$ cat config.mk
export PLATFORM = sky130hd
export DESIGN_NAME = div_seq
export DESIGN_NICKNAME = d
export VERILOG_FILES = /design/src/rtl/div_seq.sv
export SDC_FILE = /design/constraint.sdc
export NUM_CORES = 1
export LEC_CHECK = 0
export ABC_AREA = 1
export CAP_MARGIN = 30
export CORE_UTILIZATION = 58
export CTS_CLUSTER_SIZE = 12
export DETAILED_ROUTE_END_ITERATION = 12
export PLACE_DENSITY = 0.81
export SYNTH_ARGS = -nofsm -noshare
export SYNTH_HDL_FRONTEND = slang
export SYNTH_SLANG_ARGS = --single-unit
$ cat constraint.sdc
create_clock -name clk -period 3 [get_ports clk]
set_clock_uncertainty 0.1 [all_clocks]
set_input_delay 0.6 -clock clk [delete_from_list [all_inputs] [get_ports clk]]
set_output_delay 0.6 -clock clk [all_outputs]
set_load 0.005 [all_outputs]
$ cat src/rtl/div_seq.sv
// div_seq: multi-cycle restoring divider for DIV/DIVU, returns {remainder, quotient}
module div_seq #(
    parameter int WIDTH = 32
) (
    input  logic               clk,
    input  logic               rst,
    input  logic               signed_div_i,
    input  logic [WIDTH-1:0]   opdata1_i,
    input  logic [WIDTH-1:0]   opdata2_i,
    input  logic               start_i,
    input  logic               annul_i,
    output logic [2*WIDTH-1:0] result_o,
    output logic               ready_o
);
    typedef enum logic [1:0] {IDLE, BYZERO, ON, END} state_t;
    localparam logic [5:0] LAST = 6'(WIDTH);
    state_t state, state_n;
    logic [5:0] cnt;
    logic [2*WIDTH:0] work;
    logic [WIDTH-1:0] divisor;
    logic neg_q, neg_r, accept, abort;
    logic [WIDTH:0] diff;
    logic [WIDTH-1:0] abs_a, abs_b, quot, rem;
    assign accept = start_i && !annul_i;
    assign abort = annul_i || !start_i;
    assign abs_a = (signed_div_i && opdata1_i[WIDTH-1]) ? -opdata1_i : opdata1_i;
    assign abs_b = (signed_div_i && opdata2_i[WIDTH-1]) ? -opdata2_i : opdata2_i;
    assign diff = {1'b0, work[2*WIDTH-1:WIDTH]} - {1'b0, divisor};
    assign quot = neg_q ? -work[WIDTH-1:0] : work[WIDTH-1:0];
    assign rem = neg_r ? -work[2*WIDTH:WIDTH+1] : work[2*WIDTH:WIDTH+1];
    always_ff @(posedge clk)
        state <= rst ? IDLE : state_n;
    always_comb begin
        state_n = state;
        case (state)
            IDLE:    state_n = !accept ? IDLE : (opdata2_i == '0) ? BYZERO : ON;
            BYZERO:  state_n = END;
            ON:      state_n = abort ? IDLE : (cnt == LAST) ? END : ON;
            END:     state_n = start_i ? END : IDLE;
            default: state_n = IDLE;
        endcase
    end
    // ready_o is registered, so it rises one cycle after entering END
    always_ff @(posedge clk) begin
        if (rst) begin
            cnt      <= '0;
            work     <= '0;
            divisor  <= '0;
            neg_q    <= 1'b0;
            neg_r    <= 1'b0;
            result_o <= '0;
            ready_o  <= 1'b0;
        end else begin
            case (state)
                IDLE: if (accept) begin
                    cnt     <= '0;
                    work    <= {{WIDTH{1'b0}}, abs_a, 1'b0};
                    divisor <= abs_b;
                    neg_q   <= signed_div_i && (opdata1_i[WIDTH-1] ^ opdata2_i[WIDTH-1]);
                    neg_r   <= signed_div_i && opdata1_i[WIDTH-1];
                end
                BYZERO: result_o <= '0;
                ON: if (!abort) begin
                    if (cnt != LAST) begin
                        work <= diff[WIDTH] ? {work[2*WIDTH-1:0], 1'b0}
                                            : {diff[WIDTH-1:0], work[WIDTH-1:0], 1'b1};
                        cnt  <= cnt + 6'd1;
                    end else begin
                        result_o <= {rem, quot};
                        cnt      <= '0;
                    end
                end
                END: begin
                    ready_o <= start_i;
                    if (!start_i)
                        result_o <= '0;
                end
                default: ;
            endcase
        end
    end
endmodule

==> flow_metrics.py, run 1 <==
metrics = {
    "synth": {
        "netlist.area_leader.share_pct": 26.7,
        "syn_nets": 2310,
        "ys.warnings.count": 0,
        "synth.distinct_cells": 46,
        "syn_avg_cell_area_sq_um": 5.86,
        "syn_inst": 2201,
        "synth_edf_count": 0,
        "ys.flop_type": "dfxtp_1",
        "synth.area.top_cells": "dfxtp_1 (27%), nand2_1 (18%), nand3_1 (10%)",
        "ys_ff_latch": 172,
        "async_reset_ff_share_pct": 0,
        "synth_area_sq_um": 12900,
        "synth.largest_area_cell": "dfxtp_1",
        "yosysSeqAreaShare_pct": 26.7,
    },
    "sta": {
        "clock.fmax_mhz": 364,
        "finalCritPeriodShare_pct": 91.6,
        "relSlewSlack_pct": 55.8,
        "fin_crit_ps": 2750,
        "rsz0062_at_grt": "false",
        "worst_slack_ps": 251,
        "tightest_slew_ps": 663,
        "setup_viol": 0,
        "finalSetupTns_ps": 0,
        "finalHoldViolCount": 0,
        "slew_violations": 0,
    },
    "pwr": {
        "switching_share_pct": 32.5,
        "pwr-share-seq_pct": 39.5,
        "combPwrFrac_pct": 21.9,
        "intPower_mw": 4.13,
        "p_per_area_nw_per_um2": 405,
        "peakVddDrop_uv": 381,
        "p_leak_nw": 7.25,
        "p_clk_share_pct": 38.6,
        "p_sw_mw": 1.98,
    },
    "die": {
        "die_x_microns": 151,
        "fp.dieH_microns": 151,
        "core-area_sq_um": 21800,
        "num_rows": 54,
        "fp.dieArea_sq_um": 22800,
        "start_util_pct": 59.1,
        "pin_count": 134,
    },
    "finish": {
        "fillers": 2027,
        "drive_gt1_share_pct": 4.25,
        "layoutNonFillerInstCount": 2588,
        "final_cell_mix": "nand2_1 (614), inv_1 (328), nand3_1 (257)",
        "layout.cells.most_common": "nand2_1",
        "finalInstanceArea_sq_um": 15100,
        "syn_to_final_growth_pct": 16.9,
        "antenna-diode-count": 0,
        "final_nets": 2406,
    },
    "routing": {
        "final_antenna_net_count": 0,
        "post_drt_wl_per_cell_microns": 16.7,
        "drc": 0,
        "dr_total_vias": 14800,
        "wirelength_mm": 43.2,
        "firstDrtPassIters": 8,
        "via_per_inst": 5.74,
        "drt-initial-drc-count": 1544,
    },
    "clock_network": {
        "cts_tree": "done",
        "ctsHoldBuffers": 0,
        "clk_pin_slew_worst_paths_ps": 70,
        "root_buffer": "clkbuf_16",
        "numClockSinks": 172,
        "clock_latency_ps": 440,
        "htree_levels": 4,
        "clk_path_buf_depth": 2,
        "cts_inserted_buffers": 17,
    },
    "critical_path": {
        "cp_data_required_time_ps": 3260,
        "worst_setup_path_start_kind": "register",
        "criticalPathCategory": "register to register",
        "cp.arrival_ps": 3010,
        "rrSetupSlack_ps": 250,
        "end_kind": "register",
        "path_max_fanout": 19,
    },
    "placed_design": {
        "gp_congestion": 1.00,
        "pre_cts_ws_ps": 194,
        "dpl-instance-area_sq_um": 14500,
        "dp_cells": 2558,
        "port_buffers": 133,
        "dp_hpwl_mm": 32.9,
    },
    "status": {
        "outcome": "finished, final reports clean",
    },
    "global_route": {
        "grt.overflow.total": 0,
        "grt_pass1_vias": 13400,
        "antenna_found_initial": 0,
        "grt_max_degree": 123,
        "grt_pass1_wl_mm": 68.0,
        "grt_usage_pct": 38.3,
    },
    "flow_run": {
        "cap_violations": 0,
    },
    "min_path": {
        "hold_path_class": "register to register",
    },
}
-- worst paths after layout --
| kind | depth (start not counted) | from | endpoint |
|---|---|---|---|
| setup / recovery | 13 | divisor[23]$_SDFFE_PP0P_ | work[34]$_SDFFE_PP0P_ |
| hold / removal | 2 | result_o[62]$_SDFFE_PP0P_ | result_o[62]$_SDFFE_PP0P_ |
| setup reg to reg | 13 | divisor[23]$_SDFFE_PP0P_ | work[34]$_SDFFE_PP0P_ |
| hold reg to reg | 2 | result_o[62]$_SDFFE_PP0P_ | result_o[62]$_SDFFE_PP0P_ |
-- synth_stat cells (18+ instances only) --
cell / count
o21ai_0: 110
ha_1: 39
inv_1: 328
buf_2: 18
dfxtp_1: 172
a21oi_1: 220
clkbuf_1: 51
nand3_1: 257
xor2_1: 43
nand4_1: 31
nand2_1: 614
nor2_1: 184
-- cells by family after synthesis --
logic type | count (synthesis) | synth area share, %
AND/OR/NAND/NOR | 1137 | 37.4
flip-flops | 172 | 26.7
AO/OA/AOI/OAI | 372 | 15.2
XOR/XNOR | 60 | 4.07
buffers and inverters | 420 | 12.7
adder cells (fa/ha/maj) | 40 | 3.94
-- registers in the layout, summed over array words and instances (netlist names) --
signal    flops
cnt           6
state         2
neg_q         1
neg_r         1
divisor      32
ready_o       1
work         65
result_o     64
-- metal layers --
metal | global-route usage (%) | vias to the layer above | wire (microns)
met4 | 12.8 | 0 | 1220
met5 | 0 | - | 0
met2 | 60.0 | 773 | 19200
met1 | 53.6 | 6725 | 18600
met3 | 5.69 | 97 | 4130
li1 | - | 7252 | -
-- through the flow --
step / hold slack, ps / util [%] / power [mW]
6_report: 363 / 69.1 / 6.11
4_1_cts: 366 / 69.0 / 6.05
5_1_grt: 387 / 69.1 / 6.32
3_3_place_gp: 353 / 66.3 / 3.73
2_1_floorplan: 358 / - / 3.31
3_5_place_dp: 355 / 66.3 / 3.75
-- power by group through the flow --
stage / combinational, mW / sequential (mW) / clock, mW
after floorplan: 0.870 / 2.44 / 0
after global placement: 1.27 / 2.46 / 0
after detailed placement: 1.29 / 2.46 / 0
after CTS: 1.30 / 2.41 / 2.34
after global routing: 1.48 / 2.42 / 2.42
final: 1.34 / 2.42 / 2.36
-- final cells by class --
class / instances / area (sq um) / share of cell area, %
clock buffers: 18 / 439 / 2.91
repair buffers: 157 / 1560 / 10.3
flip-flops and latches: 172 / 3440 / 22.8
clock inverters: 12 / 164 / 1.09
inverters: 340 / 1280 / 8.48
multi-input cells: 1609 / 7840 / 52.0
well taps: 280 / 350 / 2.32
-- worst max-delay path: stages (launching register included) --
cell	delay, ps
dfxtp_1	340
inv_1	120
ha_1	390
nand2_1	140
nor2_2	240
nand2_1	190
nor2_1	200
nand2_2	90
nand2_2	180
buf_4	270
nand2_1	100
o21ai_0	80
nand2_1	70
a21oi_1	140
-- what timing repair did --
item,in CTS,in global routing
setup buffers,0,0
hold endpoints to repair,0,0
endpoints found under the setup margin,0,1
gates resized for setup,0,1
Note: power is estimated with default switching activity, not from simulation.
==> run 2: changes to the inputs <==
- CAP_MARGIN: 30 -> not set
- PLACE_DENSITY: 0.81 -> 0.78
==> run 2 against run 1 <==
Against the previous run: first-iteration DRC count down 1.6%; total power is 0.51% lower; setup slack lost 37 ps; cell count up 0.15%; critical endpoint is now work[53]$_SDFFE_PP0P_; utilization increased by 0.13 points.
==> flow_metrics.py, run 2 (synthesized netlist as in run 1, its figures left out) <==
metrics = {
    "critical_path": {
        "r2r-end": "work[53]$_SDFFE_PP0P_",
        "worst_setup_path_start_kind": "register",
        "rr_startpoint": "work[32]$_SDFFE_PP0P_",
        "cp.arrival_ps": 2980,
        "cp-startpoint": "work[32]$_SDFFE_PP0P_",
        "cp_data_required_time_ps": 3190,
        "path_max_fanout": 15,
        "end_kind": "register",
        "crit_end": "work[53]$_SDFFE_PP0P_",
        "criticalPathCategory": "register to register",
        "rrSetupSlack_ps": 210,
        "r2r_cells": 14,
    },
    "pwr": {
        "p_per_area_nw_per_um2": 403,
        "power_mw": 6.08,
        "peakVddDrop_uv": 309,
        "p_leak_nw": 7.26,
    },
    "die": {
        "core-area_sq_um": 21800,
        "fp.dieArea_sq_um": 22800,
        "start_util_pct": 59.1,
        "die_x_microns": 151,
        "pin_count": 134,
        "num_rows": 54,
        "fp.dieH_microns": 151,
    },
    "clock_network": {
        "post_cts_resized": 0,
        "numClockSinks": 172,
        "clk_path_buf_depth": 2,
        "clock_latency_ps": 440,
        "cts_tree": "done",
        "root_buffer": "clkbuf_16",
        "clk_pin_slew_worst_paths_ps": 70,
        "cts_inserted_buffers": 17,
        "cts_setup_buffers": 0,
        "htree_levels": 4,
        "ctsHoldBuffers": 0,
    },
    "finish": {
        "regMostFlops": "work",
        "multi_input_area_sq_um": 7830,
        "fillers": 2025,
        "layoutNonFillerInstCount": 2592,
        "antenna-diode-count": 0,
        "syn_to_final_growth_pct": 17.1,
        "regArea_sq_um": 3440,
        "final_cell_mix": "nand2_1 (614), inv_1 (328), nand3_1 (257)",
        "reg.largest.list": "work (65), result_o (64), divisor (32)",
        "final_nets": 2408,
        "drive_gt1_share_pct": 4.33,
        "layout.cells.most_common": "nand2_1",
        "largest_reg_flops": 65,
        "fin_util_pct": 69.2,
    },
    "sta": {
        "fin_crit_ps": 2790,
        "finalSetupTns_ps": 0,
        "finalHoldViolCount": 0,
        "rsz0062_at_grt": "false",
        "slew_violations": 0,
        "holdWs_ps": 364,
        "finalCritPeriodShare_pct": 92.8,
        "relSlewSlack_pct": 42.8,
        "tightest_slew_ps": 858,
        "clock.fmax_mhz": 359,
        "setup_viol": 0,
    },
    "min_path": {
        "hold_path_class": "register to register",
    },
    "global_route": {
        "grt_usage_pct": 36.7,
        "antenna_found_initial": 0,
        "grt_pass1_wl_mm": 65.1,
        "grt_pass1_vias": 12800,
        "grt_max_degree": 79,
        "grt.overflow.total": 0,
    },
    "routing": {
        "final_antenna_net_count": 0,
        "drt-initial-drc-count": 1519,
        "via_per_inst": 5.61,
        "dr_total_vias": 14600,
        "wirelength_mm": 41.3,
        "post_drt_wl_per_cell_microns": 15.9,
        "drc": 0,
        "firstDrtPassIters": 6,
    },
    "flow_run": {
        "cap_violations": 0,
    },
    "placed_design": {
        "dp_cells": 2560,
        "dp_hpwl_mm": 31.9,
        "port_buffers": 133,
        "gp_congestion": 1.01,
    },
    "status": {
        "outcome": "finished, final reports clean",
    },
}
-- run 2: cell count changes in the layout (fill, tap and decap cells not counted) --
cell / before / now
inv_6: 2 / 4
clkinv_4: 1 / 0
clkinv_2: 2 / 1
nor2_2: 5 / 4
buf_4: 21 / 23
clkinvlp_4: 2 / 3
nor2_1: 182 / 183
clkbuf_1: 0 / 1
-- run 2: worst min-delay path by stage --
stage                                     end                 startpoint  cells after the start  slack (ps)
floorplan               work[30]$_SDFFE_PP0P_      work[30]$_SDFFE_PP0P_                      2         360
global placement    result_o[63]$_SDFFE_PP0P_  result_o[63]$_SDFFE_PP0P_                      2         350
detailed placement  result_o[54]$_SDFFE_PP0P_  result_o[54]$_SDFFE_PP0P_                      2         350
CTS                 result_o[54]$_SDFFE_PP0P_  result_o[54]$_SDFFE_PP0P_                      2         360
global route        result_o[43]$_SDFFE_PP0P_  result_o[43]$_SDFFE_PP0P_                      2         390
finish               result_o[9]$_SDFFE_PP0P_   result_o[9]$_SDFFE_PP0P_                      2         360
-- run 2: per-layer routing --
layer / share of wire, % / wire (microns) / GRT usage [%] / vias up
li1: - / - / - / 7268
met1: 45 / 18400 / 51.9 / 6547
met2: 44 / 18200 / 57.2 / 650
met3: 9.0 / 3700 / 5.24 / 87
met4: 2.3 / 952 / 11.0 / 0
met5: 0 / 0 / 0 / -
-- run 2: power breakdown --
group / switching [mW] / leakage [nW] / total, mW / internal [mW]
logic: 0.867 / 5.57 / 1.31 / 0.438
clock network: 1.00 / 0.295 / 2.36 / 1.35
registers: 0.0709 / 1.40 / 2.42 / 2.35
total: 1.94 / 7.26 / 6.08 / 4.14
-- run 2: critical path, stage by stage (launching register included) --
cell and delay, ps:
dfxtp_1 350, inv_1 120, ha_1 240, fa_1 410
o21ai_0 200, nand3_1 100, nand2_1 150, nand2_1 100
nand2_1 130, nand2_2 80, nand2_2 70, buf_4 230
nand3_1 180, nand2_1 110, a21oi_1 60
-- run 2: final cells by class --
type | count | share of cell area (%)
Clock buffer | 19 | 2.93
Timing Repair Buffer | 159 | 10.4
Tap cell | 280 | 2.32
Sequential cell | 172 | 22.8
Clock inverter | 13 | 1.16
Inverter | 340 | 8.47
Multi-Input combinational cell | 1609 | 51.9
-- run 2: metrics by stage --
step                area [sq um]  setup WS [ps]
floorplan                  12900            823
global placement           14500            318
detailed placement         14500            267
CTS                        15100            243
global route               15100           73.6
finish                     15100            215
